<file path="src/rtl/mod_pow.sv">
// mod_pow: sequential modular exponentiation, res = x^y mod n (unsigned).
// There is no start strobe. A change of the operand triple, seen while idle,
// starts a new run. The base is first reduced (1*x mod n, W cycles). Then
// right-to-left square-and-multiply runs over the exponent bits (W cycles per
// bit), using two bit-serial interleaved modular multipliers in parallel.
// Optional feature macro: MODPOW_EARLY_EXIT_EN. When defined, the exponent
// loop stops after the highest set bit of y. The result is the same; only the
// latency changes.
module mod_pow #(
  parameter int mbit = 63
) (
  input  logic          clk,
  input  logic          rst,
  input  logic [mbit:0] modpow_x,
  input  logic [mbit:0] modpow_y,
  input  logic [mbit:0] modpow_n,
  output logic [mbit:0] modpow_res,
  output logic          modpow_busy
);

  localparam int W  = mbit + 1;
  localparam int PW = W + 2;
  localparam int CW = (W > 1) ? $clog2(W) : 1;

  localparam logic [CW-1:0] BIT_TOP = CW'(mbit);

  localparam logic [1:0] S_IDLE   = 2'd0;
  localparam logic [1:0] S_REDUCE = 2'd1;
  localparam logic [1:0] S_EXP    = 2'd2;

  logic [1:0]    state_q, state_d;
  logic [W-1:0]  lx_q, lx_d, ly_q, ly_d, ln_q, ln_d;
  logic [W-1:0]  base_q, base_d, acc_q, acc_d, res_q, res_d;
  logic [PW-1:0] pa_q, pa_d, ps_q, ps_d;
  logic [CW-1:0] bit_q, bit_d, exp_q, exp_d;
  logic          busy_q, busy_d;

  logic [PW-1:0] step_red, step_acc, step_sq;
  logic [W-1:0]  acc_next;
  logic          last_bit;

  // One interleaved modmul step: p' = (2p + b*a) mod n, given p < n and a < n.
  function automatic logic [PW-1:0] mm_step(input logic [PW-1:0] p,
                                            input logic [W-1:0]  a,
                                            input logic          b,
                                            input logic [W-1:0]  n);
    logic [PW-1:0] t;
    logic [PW-1:0] nn;
    nn = {2'b00, n};
    t  = {p[PW-2:0], 1'b0};
    if (t >= nn) t = t - nn;
    if (b) begin
      t = t + {2'b00, a};
      if (t >= nn) t = t - nn;
    end
    return t;
  endfunction

  // Datapath steps: base reduction is 1*x, with x scanned MSB first. The
  // exponent step runs acc*base and base*base, both scanning the bits of base.
  always_comb begin
    step_red = mm_step(pa_q, W'(1), lx_q[bit_q], ln_q);
    step_acc = mm_step(pa_q, acc_q, base_q[bit_q], ln_q);
    step_sq  = mm_step(ps_q, base_q, base_q[bit_q], ln_q);
  end

  // Next-state logic for the IDLE / REDUCE / EXP sequencer.
  always_comb begin
    // NOTE: every signal gets a default first so no path can infer a latch.
    state_d  = state_q;
    lx_d     = lx_q;
    ly_d     = ly_q;
    ln_d     = ln_q;
    base_d   = base_q;
    acc_d    = acc_q;
    res_d    = res_q;
    pa_d     = pa_q;
    ps_d     = ps_q;
    bit_d    = bit_q;
    exp_d    = exp_q;
    busy_d   = busy_q;
    acc_next = acc_q;
    last_bit = 1'b0;

    case (state_q)
      S_IDLE: begin
        if ({modpow_x, modpow_y, modpow_n} != {lx_q, ly_q, ln_q}) begin
          lx_d = modpow_x;
          ly_d = modpow_y;
          ln_d = modpow_n;
          if (modpow_n < W'(2)) begin
            res_d = '0;
          end else begin
            busy_d  = 1'b1;
            state_d = S_REDUCE;
            bit_d   = BIT_TOP;
            pa_d    = '0;
            ps_d    = '0;
          end
        end
      end

      S_REDUCE: begin
        pa_d = step_red;
        if (bit_q == '0) begin
          base_d  = step_red[W-1:0];
          acc_d   = W'(1);
          pa_d    = '0;
          ps_d    = '0;
          bit_d   = BIT_TOP;
          exp_d   = '0;
          state_d = S_EXP;
`ifdef MODPOW_EARLY_EXIT_EN
          if (ly_q == '0) begin
            res_d   = W'(1);
            busy_d  = 1'b0;
            state_d = S_IDLE;
          end
`endif
        end else begin
          bit_d = bit_q - 1'b1;
        end
      end

      S_EXP: begin
        pa_d = step_acc;
        ps_d = step_sq;
        if (bit_q == '0) begin
          acc_next = ly_q[exp_q] ? step_acc[W-1:0] : acc_q;
          acc_d    = acc_next;
          base_d   = step_sq[W-1:0];
          pa_d     = '0;
          ps_d     = '0;
          bit_d    = BIT_TOP;
          last_bit = (exp_q == BIT_TOP);
`ifdef MODPOW_EARLY_EXIT_EN
          if (((ly_q >> exp_q) >> 1) == '0) last_bit = 1'b1;
`endif
          if (last_bit) begin
            res_d   = acc_next;
            busy_d  = 1'b0;
            state_d = S_IDLE;
          end else begin
            exp_d = exp_q + 1'b1;
          end
        end else begin
          bit_d = bit_q - 1'b1;
        end
      end

      default: state_d = S_IDLE;
    endcase
  end

  // State registers, asynchronously cleared; reset aborts any run in progress.
  always_ff @(posedge clk or negedge rst) begin
    if (!rst) begin
      // NOTE: sequential state uses non-blocking assignments only.
      state_q <= S_IDLE;
      lx_q    <= '0;
      ly_q    <= '0;
      ln_q    <= '0;
      base_q  <= '0;
      acc_q   <= '0;
      res_q   <= '0;
      pa_q    <= '0;
      ps_q    <= '0;
      bit_q   <= '0;
      exp_q   <= '0;
      busy_q  <= 1'b0;
    end else begin
      state_q <= state_d;
      lx_q    <= lx_d;
      ly_q    <= ly_d;
      ln_q    <= ln_d;
      base_q  <= base_d;
      acc_q   <= acc_d;
      res_q   <= res_d;
      pa_q    <= pa_d;
      ps_q    <= ps_d;
      bit_q   <= bit_d;
      exp_q   <= exp_d;
      busy_q  <= busy_d;
    end
  end

  assign modpow_res  = res_q;
  assign modpow_busy = busy_q;

endmodule

</file>
<file path="config.mk">
export PLATFORM = sky130hd
export DESIGN_NAME = mod_pow
export DESIGN_NICKNAME = d
export VERILOG_FILES = /design/src/rtl/mod_pow.sv
export SDC_FILE = /design/constraint.sdc
export NUM_CORES = 2
export LEC_CHECK = 0
export ABC_AREA = 0
export BUFFER_PORTS_ARGS = -buffer_cell sky130_fd_sc_hd__buf_2
export CAP_MARGIN = 20
export CORE_UTILIZATION = 30
export DETAILED_ROUTE_END_ITERATION = 10
export PLACE_DENSITY = 0.41
export SLEW_MARGIN = 15
export SYNTH_ARGS = -nofsm -noshare
export SYNTH_HDL_FRONTEND = slang
export SYNTH_SLANG_ARGS = --single-unit
</file>
<file path="constraint.sdc">
create_clock -name clk -period 18.4 [get_ports clk]
set_input_delay 3.68 -clock clk [delete_from_list [all_inputs] [get_ports clk]]
set_output_delay 3.68 -clock clk [all_outputs]
set_load 0.02 [all_outputs]
</file>
==> run summary <==
Chip Width: 440 um
switching power: 0.00713 W
Hold Path Class: flip-flop to flip-flop
share of cells above drive strength 1: 13.2%
Seq/Total Area, Yosys: 23.0%
Critical R2R Launch: ln_q[0]
Hold Crit Depth: 2
register bit total from synthesis: 529
grt total ovfl: 0
Switching Share: 56.4%
Clock Latency Late Sink: 780 ps
ys flop type: dfrtp_1
Tcrit/Tclk final: 79.3%
core area: 190000 um^2
post-DP HPWL: 245000 um
first-pass GRT wire length: 427000 um
Post-CTS Setup Inserts: 0
leakage: 29.5 nW
Worst Setup SP: ln_q[0]
FF-to-FF setup slack: 3810 ps
synthesized area: 57500 um^2
RSZ-0062 raised after global routing: no
WS Path Type: flip-flop to flip-flop
final core area utilization: 34.0%
combinational share of power: 75.8%
min cycle time layout: 14590 ps
CP Launch Type: flip-flop
DRC violations left: 0
DRT iter0 DRCs: 5643
Synth area leaders: dfrtp_1, ha_1, xnor2_1
I/O Buffers: 258
CTS Hold Bufs: 0
final setup fails: 0
sequential power share: 11.2%
WHS: 474 ps
Pint: 0.00551 W
Crit path largest cell delay: 730 ps
worst r2r dst: ps_q[49]
Clock Tree Root: clkbuf_16
CP Data Arrival Time: 15250 ps
Avg WL per Cell: 31.1 um
Slew Viols, Final: 0
Tot Pwr: 0.0126 W
slew margin rel.: 17.5%
FF+latch area: 13200 um^2
die height: 440 um
vias in the first global route: 56100
final hold violation count: 0
FILL cells: 20300
Global Route Usage Sum: 30.6%
commonest cells after routing, fill and taps aside: nand2_1, a21oi_1, dfrtp_1
Peak supply drop: 0.174 mV
initial antenna violation count: 26
YS warnings: 0
Clock transition at path regs: 60 ps
TNS Setup: 0 ps
R2R depth: 43
routed vias: 58000
DIE AREA: 193000 um^2
Clk network pwr share: 12.9%
Mapped Nets: 7678
Area Overhead vs Synth: 12.3%
starting density of the core: 30.2%
CTS tree: done
critical path required time: 19060 ps
Avg Inst Size Synth: 8.19 um^2
Clock Skews: 91.1 ps
commonest non-fill, non-tap cell in the layout: nand2_1
WL final: 303000 um
count of cell types in the netlist: 113
async set-reset flop share out of synthesis: 100%
First-pass DRT Iterations: 6
CTS Buf Count: 76
GPL Wtd Cong: 1.00
critical path peak fanout: 36
htree depth: 3
Post-Syn Instances: 7023
status: completed
final antenna-violating net count: 0
pwr/cell area: 196 nW/um^2
CTS Sinks: 529
cell row count: 160
fmax: 68.5 MHz
Nets: 7819
post_cts resized: 0
max cap viols: 0
slowest CP cell: nor4_1
Via density: 5.95
Worst setup endpoint: ps_q[49]
critical path endpoint category: flip-flop
slew at the pin closest to its max-slew limit: 1240 ps
Bufs on Longest Clock Path: 3
area share of the largest cell type after synthesis: 23.0%
area leader, netlist: dfrtp_1
number of flops mapped to enable cells by yosys: 0
largest net degree at the start of global routing: 150
IO Count: 259
multi-input combinational cell area: 42100 um^2
power groups by stage:
stage	Combinational (W)	Sequential, W	Clock (W)
finish	0.00959	0.00142	0.00164
global route	0.0103	0.00143	0.00171
CTS	0.00948	0.00142	0.00167
detailed placement	0.00943	0.00143	0
global placement	0.00950	0.00143	0
floorplan	0.00629	0.00137	0
through the flow:
| stage | worst slack (ps) | cells | cell area, um^2 |
|---|---|---|---|
| 2_1_floorplan | 7730 | 7023 | 57500 |
| 3_3_place_gp | 3890 | 9594 | 61900 |
| 3_5_place_dp | 4070 | 9595 | 61900 |
| 4_1_cts | 3970 | 9731 | 64600 |
| 5_1_grt | 3160 | 9733 | 64600 |
| 6_report | 3810 | 9740 | 64600 |
worst min path at each step:
stage	start	slack, ps	endpoint
after global placement	modpow_res[34]	460	modpow_res[34]
after floorplan	ps_q[14]	470	ps_q[14]
after detailed placement	modpow_res[34]	470	modpow_res[34]
after CTS	modpow_res[34]	480	modpow_res[34]
final	modpow_res[34]	470	modpow_res[34]
after global routing	modpow_res[20]	510	modpow_res[20]
cell type report:
| class | instances | area share (%) |
|---|---|---|
| Multi-Input combinational cell | 5909 | 65.2 |
| Sequential cell | 529 | 20.5 |
| Tap cell | 2511 | 4.86 |
| Timing Repair Buffer | 414 | 3.88 |
| Clock buffer | 105 | 3.27 |
| Inverter | 234 | 1.36 |
| Clock inverter | 31 | 0.875 |
| Antenna cell | 7 | 0.0271 |
synth_stat cells, types with 25 or more instances:
library cell / count
dfrtp_1: 529
nand3_1: 166
a22oi_1: 43
a31o_2: 39
ha_1: 454
a21oi_1: 549
a31oi_1: 112
xnor2_1: 360
nor2_1: 443
xor2_1: 281
nand4_1: 150
o221ai_1: 31
or3_1: 39
mux2_2: 222
nand2_1: 776
a21o_1: 312
nor4_1: 86
o21ai_1: 34
nor2b_1: 69
o21bai_1: 59
a22o_1: 101
nor3_1: 103
clkbuf_1: 274
o21ai_0: 471
a221o_1: 54
o211ai_1: 60
inv_1: 232
buf_1: 25
mux4_2: 60
and3_1: 63
nand2b_1: 79
mux2i_1: 124
and2_1: 30
a211oi_1: 37
buf_2: 33
o31ai_1: 28
o21a_1: 63
layer usage:
| layer | wire length, um | up-vias | global-route usage (%) |
|---|---|---|---|
| met4 | 16300 | 26 | 14.5 |
| met5 | 172 | - | 0 |
| met1 | 133000 | 28900 | 40.6 |
| met3 | 17800 | 476 | 4.39 |
| li1 | - | 26500 | - |
| met2 | 136000 | 2079 | 48.6 |
kinds of logic after synthesis:
group	Yosys count	share of synthesized area, %
AOI/OAI and AO/OA	2273	26.3
xor gates and xnor gates	641	9.76
adders and majority gates	461	10.1
buffers and inverters	585	4.06
DFF	529	23.0
muxes	417	9.08
and+or+nand+nor	2117	17.7
worst max-delay path, delay by kind of cell, from the launching register on:
family | cells | cell delay, ps
compound gates | 24 | 7760
buf+inv | 5 | 1730
xor+xnor | 1 | 150
mux | 1 | 450
fa+ha+maj | 3 | 1300
simple gates | 9 | 2400
flops | 1 | 610
registers in the layout, indices dropped and copies added, names as in the netlist:
signal,cells
exp_q,6
ps_q,65
lx_q,64
pa_q,65
base_q,64
acc_q,64
ly_q,64
modpow_busy,1
modpow_res,64
bit_q,6
state_q,2
ln_q,64
Power figures use the tool's default switching activity.
